$ cat src/rtl/mem_port_arbiter.sv
// Single-port memory arbiter shared by instruction fetch and data access.
// Data wins arbitration; a starvation counter forces fetch progress.
module mem_port_arbiter #(
    parameter int ADDR_W     = 32,
    parameter int DATA_W     = 32,
    parameter int MEM_LAT    = 2,
    parameter int STARVE_MAX = 4
) (
    input  logic              clk,
    input  logic              rst_n,
    input  logic              if_req,
    input  logic [ADDR_W-1:0] if_addr,
    output logic [DATA_W-1:0] if_rdata,
    output logic              if_valid,
    input  logic              dm_req,
    input  logic              dm_we,
    input  logic [ADDR_W-1:0] dm_addr,
    input  logic [DATA_W-1:0] dm_wdata,
    output logic [DATA_W-1:0] dm_rdata,
    output logic              dm_valid,
    output logic              stall_if,
    output logic              stall_mem,
    output logic              mem_en,
    output logic              mem_we,
    output logic [ADDR_W-1:0] mem_addr,
    output logic [DATA_W-1:0] mem_wdata,
    input  logic [DATA_W-1:0] mem_rdata,
    output logic              grant_dm,
    output logic              busy
);

    typedef enum logic [1:0] {
        IDLE,
        ISSUE,
        WAIT,
        RESP
    } state_t;

    localparam logic [3:0] LAT_LD  = 4'(MEM_LAT - 1);
    localparam logic [3:0] STV_LIM = 4'(STARVE_MAX);

    state_t     state;
    state_t     state_nx;
    logic [3:0] lat_cnt;
    logic [3:0] starve_cnt;
    logic       any_req;
    logic       if_win;

    assign any_req   = if_req | dm_req;
    assign if_win    = if_req & (~dm_req | (starve_cnt == STV_LIM));
    assign stall_if  = if_req & ~if_valid;
    assign stall_mem = dm_req & ~dm_valid;

    // State register.
    always_ff @(posedge clk or negedge rst_n) begin
        if (!rst_n) begin
            state <= IDLE;
        end else begin
            state <= state_nx;
        end
    end

    // Next-state and per-state strobes.
    always_comb begin
        state_nx = state;
        mem_en   = 1'b0;
        busy     = 1'b1;
        unique case (state)
            IDLE: begin
                busy = 1'b0;
                if (any_req) begin
                    state_nx = ISSUE;
                end
            end
            ISSUE: begin
                mem_en   = 1'b1;
                state_nx = WAIT;
            end
            WAIT: begin
                if (lat_cnt == 4'd0) begin
                    state_nx = RESP;
                end
            end
            RESP: begin
                state_nx = IDLE;
            end
            default: begin
                state_nx = IDLE;
            end
        endcase
    end

    // Latch the winner's request and track fetch starvation.
    always_ff @(posedge clk or negedge rst_n) begin
        if (!rst_n) begin
            mem_addr   <= '0;
            mem_we     <= 1'b0;
            mem_wdata  <= '0;
            grant_dm   <= 1'b0;
            starve_cnt <= 4'd0;
        end else if (state == IDLE) begin
            if (any_req) begin
                grant_dm  <= ~if_win;
                mem_addr  <= if_win ? if_addr : dm_addr;
                mem_we    <= ~if_win & dm_we;
                mem_wdata <= if_win ? '0 : dm_wdata;
            end
            if (~if_req || if_win) begin
                starve_cnt <= 4'd0;
            end else if (starve_cnt < STV_LIM) begin
                starve_cnt <= starve_cnt + 4'd1;
            end
        end
    end

    // Latency countdown, read-data capture and completion pulses.
    always_ff @(posedge clk or negedge rst_n) begin
        if (!rst_n) begin
            lat_cnt  <= 4'd0;
            if_rdata <= '0;
            dm_rdata <= '0;
            if_valid <= 1'b0;
            dm_valid <= 1'b0;
        end else begin
            if_valid <= 1'b0;
            dm_valid <= 1'b0;
            if (state == ISSUE) begin
                lat_cnt <= LAT_LD;
            end else if (state == WAIT) begin
                if (lat_cnt == 4'd0) begin
                    if (grant_dm) begin
                        dm_valid <= 1'b1;
                        if (!mem_we) begin
                            dm_rdata <= mem_rdata;
                        end
                    end else begin
                        if_valid <= 1'b1;
                        if_rdata <= mem_rdata;
                    end
                end else begin
                    lat_cnt <= lat_cnt - 4'd1;
                end
            end
        end
    end

endmodule

$ cat config.mk
export PLATFORM = sky130hd
export DESIGN_NAME = mem_port_arbiter
export DESIGN_NICKNAME = d
export VERILOG_FILES = /design/src/rtl/mem_port_arbiter.sv
export SDC_FILE = /design/constraint.sdc
export NUM_CORES = 1
export LEC_CHECK = 0
export ABC_AREA = 0
export CAP_MARGIN = 40
export CORE_AREA = 2 2 110 133
export DETAILED_ROUTE_END_ITERATION = 8
export DIE_AREA = 0 0 112 135
export MAX_ROUTING_LAYER = met4
export PLACE_DENSITY_LB_ADDON = 0.2
export SLEW_MARGIN = 5
export SYNTH_ARGS = -nofsm -noshare
export SYNTH_HDL_FRONTEND = slang
export SYNTH_SLANG_ARGS = --single-unit
export TNS_END_PERCENT = 30
$ cat constraint.sdc
create_clock -name clk -period 5.33 [get_ports clk]
set_input_delay 1.599 -clock clk [delete_from_list [all_inputs] [get_ports clk]]
set_output_delay 1.599 -clock clk [all_outputs]
set_load 0.02 [all_outputs]
==> results of run 1 <==
logic make-up (layout without fill, tap and decap cells):
kind of cell	after synthesis	in the layout	share of synthesized area, %
AOI/OAI and AO/OA	84	84	7.50
muxes	66	66	15.8
adders and majority gates	6	6	1.23
buffers and inverters	42	318	4.09
DFF	142	142	58.3
and+or+nand+nor	183	183	13.0
cell type report:
type                            instances  area [µm²]
Inverter                               10        37.5
Timing Repair Buffer                  277        2780
Fill cell                            1026        4220
Multi-Input combinational cell        339        2320
Sequential cell                       142        3550
Tap cell                              171         214
Clock buffer                           20         447
Clock inverter                         11         190
placed cells by master (no fill, tap or decap), types with 2 or more instances in the layout:
cell / count
a21oi_1: 65
a22o_1: 2
buf_4: 7
bufinv_16: 5
clkbuf_1: 2
clkbuf_16: 17
clkdlybuf4s50_1: 267
clkinv_2: 3
clkinv_4: 2
dfrtp_1: 142
ha_1: 6
inv_1: 10
mux2_2: 7
mux2_4: 59
nand2_1: 102
nand3_1: 34
nor2_1: 36
o21a_1: 2
o21ai_0: 5
o21ai_4: 2
o22a_1: 3
o22ai_1: 2
registers in the layout, indices dropped and copies added, names as in the netlist:
signal	cells
dm_rdata	32
if_rdata	32
mem_addr	32
mem_wdata	32
lat_cnt	4
starve_cnt	4
state	2
dm_valid	1
grant_dm	1
if_valid	1
mem_we	1
stage by stage:
step,instances,power [W],hold slack [ns],instance area (µm²)
2_1_floorplan,523,0.00345,0.489,6090
3_3_place_gp,937,0.00474,0.449,8860
3_5_place_dp,939,0.00485,0.455,8910
4_1_cts,970,0.00617,0.468,9540
5_1_grt,970,0.00644,0.489,9540
6_report,970,0.00613,0.466,9540
synthesized netlist by cell type:
| library cell | number | area [µm²] |
|---|---|---|
| nand3_1 | 34 | 170 |
| and2_2 | 1 | 7.51 |
| a32o_1 | 1 | 10.0 |
| nor2b_1 | 1 | 6.26 |
| o21ai_0 | 5 | 25.0 |
| or3b_1 | 1 | 8.76 |
| o21a_1 | 2 | 15.0 |
| dfrtp_1 | 142 | 3550 |
| nand2_1 | 102 | 383 |
| a21oi_1 | 65 | 325 |
| ha_1 | 6 | 75.1 |
| nor3b_2 | 1 | 12.5 |
| buf_12 | 3 | 60.1 |
| mux2_2 | 7 | 78.8 |
| o22a_1 | 3 | 26.3 |
| a22oi_1 | 1 | 7.51 |
| nor4_1 | 1 | 6.26 |
| a21boi_0 | 1 | 7.51 |
| o21ai_1 | 2 | 10.0 |
| a22o_1 | 2 | 17.5 |
| nor2b_4 | 1 | 13.8 |
| mux2_4 | 59 | 886 |
| o22ai_1 | 2 | 12.5 |
| inv_1 | 10 | 37.5 |
| clkbuf_1 | 11 | 41.3 |
| buf_6 | 4 | 45.0 |
| and3b_1 | 1 | 8.76 |
| buf_1 | 4 | 15.0 |
| nor2_1 | 37 | 139 |
| and3_4 | 1 | 11.3 |
| buf_2 | 10 | 50.1 |
| nor3_1 | 1 | 5.00 |
| nand3b_4 | 1 | 20.0 |
worst max path at each step:
stage	startpoint	endpoint	depth (start not counted)
after global routing	if_req	stall_if	3
after global placement	if_req	stall_if	3
after CTS	if_req	stall_if	3
after floorplan	dm_req	stall_mem	2
after detailed placement	if_req	stall_if	3
final	if_req	stall_if	3
per-layer routing:
layer	global-route usage, %	vias to the layer above	wire (µm)
met5	-	-	0
met2	36.7	233	8220
met3	8.03	30	1310
li1	-	2291	-
met4	8.27	0	356
met1	27.8	2440	6920
critical path, stage by stage:
cell and delay, ns:
clkdlybuf4s50_1 0.68, nor2b_1 0.18, clkdlybuf4s50_1 0.65
power breakdown:
part | switching (W) | internal (W) | total, W
sequential | 0.000310 | 0.00159 | 0.00190
combinational | 0.00144 | 0.00150 | 0.00294
clock | 0.000446 | 0.000838 | 0.00128
==> impl_metrics.ini, run 1 <==
[timing]
tightest_slew_ns = 0.822
maxSlewHeadroom_pct = 45.2
fmax_ghz = 0.212
clock_skew_ns = 0.00830
min_period_over_period_pct = 88.5
layout_setup_ws_ns = 0.614
rsz0062_at_grt = false
slew_violations = 0
setup_viol = 0
min_period_ns = 4.72
hold_violations = 0
fin_setup_tns_ns = 0

[cts]
cts.htree.levels = 4
cts_root_buf = clkbuf_16
clk_path_buf_depth = 2
cts_resized = 0
clk_latency_ns = 0.42
cts_tree = done
clkTransAtPathRegs_ns = 0.06
cts.sinks = 142
postCtsSetupBuffers = 0
cts_hold_buf = 0
cts_buffers = 17

[setup_path]
r2r_end = if_rdata[8]
startpoint_type = input port
cp-end-kind = output pin
path_class = in2out
r2r_cells = 7
reg2reg_from = state[1]
r2r_slack_ns = 2.72
worstPathRequired_ns = 3.73
worst-path-max-fanout = 6
crit_arrival_ns = 3.12

[drt]
drtPass1Iterations = 4
wirelength_um = 16800
route.detailed.drc = 0
drt_iter0_drc = 295
viasPerCell = 5.15
num_vias = 4994
avgRoutedWirePerCell_um = 17.3
drtAntennaViolNets = 0

[worst_hold_path]
holdPathEnd = mem_wdata[17]
min_delay_path_depth = 2
hold_class = reg2reg
hp-start = mem_wdata[17]

[synth]
synth_area_per_cell_um2 = 11.6
synth_cell_types = 33
synth_area_um2 = 6090
ys_seq_area_share_pct = 58.3
synthCells = 523
ys_warn_count = 0
synth-seq-cells = 142
syn_nets = 662

[outcome]
outcome = finished, final reports clean

[placed_design]
dp_hpwl_um = 12000
pre_cts_slack_ns = 0.619
numPortBuffers = 268
gp_congestion = 0.782

[power_and_ir_drop]
p_leak_nw = 4.38
powerDensity_nw_per_um2 = 642
vdd_drop_max_v = 0.000432

[finish]
fin_util_pct = 69.4
antennaDiodeCount = 0
area_growth_pct = 56.7
drive_gt1_share_pct = 14.1
finalNetCount = 926

[die]
dieArea_um2 = 15100
start_util_pct = 44.3
rows = 47
ios = 269
core_um2 = 13800
die_y_um = 135
chipWidth_um = 112

[global_route]
grt_pass1_vias = 5183
grt_pass1_wl_um = 26700
antenna_found_initial = 0
grt-ovfl-total = 0
grt_max_degree = 91
grtUsageTotal_pct = 23.2

[job]
drv_cap = 0
No activity file was read; power rests on OpenSTA's default activity.
==> run 2: changes to the inputs <==
--- a/config.mk
+++ b/config.mk
@@ -6,8 +6,10 @@
 export NUM_CORES = 1
 export LEC_CHECK = 0
 export ABC_AREA = 0
+export ABC_CLOCK_PERIOD_IN_PS = 5330
 export CAP_MARGIN = 40
 export CORE_AREA = 2 2 110 133
+export CTS_CLUSTER_SIZE = 25
 export DETAILED_ROUTE_END_ITERATION = 8
 export DIE_AREA = 0 0 112 135
 export MAX_ROUTING_LAYER = met4
==> results of run 2 <==
Same layout as run 1: the final DEF is identical, and so are final timing and power.
==> run 3: changes to the inputs <==
--- a/config.mk
+++ b/config.mk
@@ -13,7 +13,7 @@
 export DETAILED_ROUTE_END_ITERATION = 8
 export DIE_AREA = 0 0 112 135
 export MAX_ROUTING_LAYER = met4
-export PLACE_DENSITY_LB_ADDON = 0.2
+export PLACE_DENSITY = 0.84
 export SLEW_MARGIN = 5
 export SYNTH_ARGS = -nofsm -noshare
 export SYNTH_HDL_FRONTEND = slang
==> run 3 against run 2 <==
- power decreased by 2.1%
- via count down 0.52%
- final area down 0.35%
==> impl_metrics.ini, run 3 (same netlist as run 1, synthesis figures left out) <==
[finish]
final_cell_mix = clkdlybuf4s50_1 (267), dfrtp_1 (142), nand2_1 (102)
fin_util_pct = 69.1
antennaDiodeCount = 0
post-route-cell-area_um2 = 9510
register_area_um2 = 3550
fill_cells = 945
finalNetCount = 928
fin_cells = 973
area_growth_pct = 56.1
multi_input_comb_area_um2 = 2320
final_common_cell = clkdlybuf4s50_1
drive_gt1_share_pct = 14.7

[drt]
num_vias = 4968
drtPass1Iterations = 4
viasPerCell = 5.11
route.detailed.drc = 0
avgRoutedWirePerCell_um = 17.5
drt_iter0_drc = 235
wirelength_um = 17000
drtAntennaViolNets = 0

[die]
die_y_um = 135
chipWidth_um = 112
ios = 269
rows = 47
start_util_pct = 44.3
dieArea_um2 = 15100
core_um2 = 13800

[global_route]
grt_pass1_wl_um = 27300
antenna_found_initial = 0
grt-ovfl-total = 0
grt_pass1_vias = 5254
grt_max_degree = 66
grtUsageTotal_pct = 23.7

[setup_path]
crit_slowest_cell = clkdlybuf4s50_1
cpMostUsedCell = clkdlybuf4s50_1
crit_family = buffers and inverters
cp-end-kind = output pin
startpoint_type = input port
crit_buf_inv = 3
path_class = in2out
critPathMaxStageDelay_ns = 0.63
crit_arrival_ns = 3.07
path_cells = clkdlybuf4s50_1 > inv_1 > nor2_1 > clkdlybuf4s50_1
worstPathRequired_ns = 3.73
r2r_slack_ns = 3.00
worst-path-max-fanout = 4

[power_and_ir_drop]
p_leak_nw = 4.37
p_seq_share_pct = 31.8
vdd_drop_max_v = 0.000404
internal-power_w = 0.00379
powerDensity_nw_per_um2 = 631
sw_frac_of_total_pct = 36.9
clkPwrFrac_pct = 19.3
power.switching_w = 0.00221
comb_power_share_pct = 48.9

[timing]
min_period_ns = 4.67
clock_skew_ns = 0.0114
hold_violations = 0
rsz0062_at_grt = false
fmax_ghz = 0.214
setup_viol = 0
min_period_over_period_pct = 87.6
fin_setup_tns_ns = 0
layout_setup_ws_ns = 0.660
slew_violations = 0
maxSlewHeadroom_pct = 53.3
tightest_slew_ns = 0.701

[worst_hold_path]
hold_class = reg2reg

[cts]
clk_path_buf_depth = 2
cts_resized = 0
cts_hold_buf = 0
cts.htree.levels = 4
cts.sinks = 142
postCtsSetupBuffers = 0
clkTransAtPathRegs_ns = 0.06
cts_root_buf = clkbuf_16
cts_tree = done
cts_buffers = 17
clk_latency_ns = 0.41

[placed_design]
dp_cells = 941
dp_hpwl_um = 12200
numPortBuffers = 268
pre_cts_slack_ns = 0.652
dpl_cell_area_um2 = 8930
gp_congestion = 0.807

[job]
drv_cap = 0

[outcome]
outcome = finished, final reports clean
==> run 3: path summary, 6_finish.rpt <==
check / cells after the start / startpoint / endpoint
min in group asynchronous: 1 / rst_n / dm_rdata[8]
max: 4 / dm_req / stall_mem
max in group asynchronous: 3 / rst_n / mem_wdata[8]
min: 2 / mem_wdata[4] / mem_wdata[4]
min reg2reg: 2 / mem_wdata[4] / mem_wdata[4]
max reg2reg: 6 / state[0] / if_rdata[20]
==> run 3: per-layer routing <==
layer  up-vias  wire (µm)  GRT usage, %
met2       228       8570          38.6
li1       2298          -             -
met5         -          0             -
met3        23       1180          6.46
met1      2419       6920          29.4
met4         0        366          6.50
==> run 3: layout make-up <==
type / count / area share [%]
Inverter: 10 / 0.395
Clock inverter: 14 / 1.49
Multi-Input combinational cell: 339 / 24.4
Sequential cell: 142 / 37.4
Clock buffer: 18 / 4.62
Timing Repair Buffer: 279 / 29.5
Tap cell: 171 / 2.25
==> run 3: power groups by stage <==
stage / Combinational [W] / Sequential (W) / Clock [W]
after floorplan: 0.000988 / 0.00247 / 0
after global placement: 0.00287 / 0.00187 / 0
after detailed placement: 0.00295 / 0.00192 / 0
after CTS: 0.00297 / 0.00191 / 0.00118
after global routing: 0.00313 / 0.00197 / 0.00123
final: 0.00293 / 0.00191 / 0.00116
==> run 3: through the flow <==
stage,total power [W],hold WS (ns)
2_1_floorplan,0.00345,0.489
3_3_place_gp,0.00474,0.449
3_5_place_dp,0.00486,0.455
4_1_cts,0.00606,0.468
5_1_grt,0.00632,0.495
6_report,0.00600,0.469
==> run 3: worst register-to-register path, delay by kind of cell (launching register included) <==
kind                     cells  cell delay, ns
flip-flops                   1            0.40
buffers and inverters        1            0.51
multiplexers                 1            0.42
adder cells (fa/ha/maj)      1            0.30
AND/OR/NAND/NOR              3            0.60
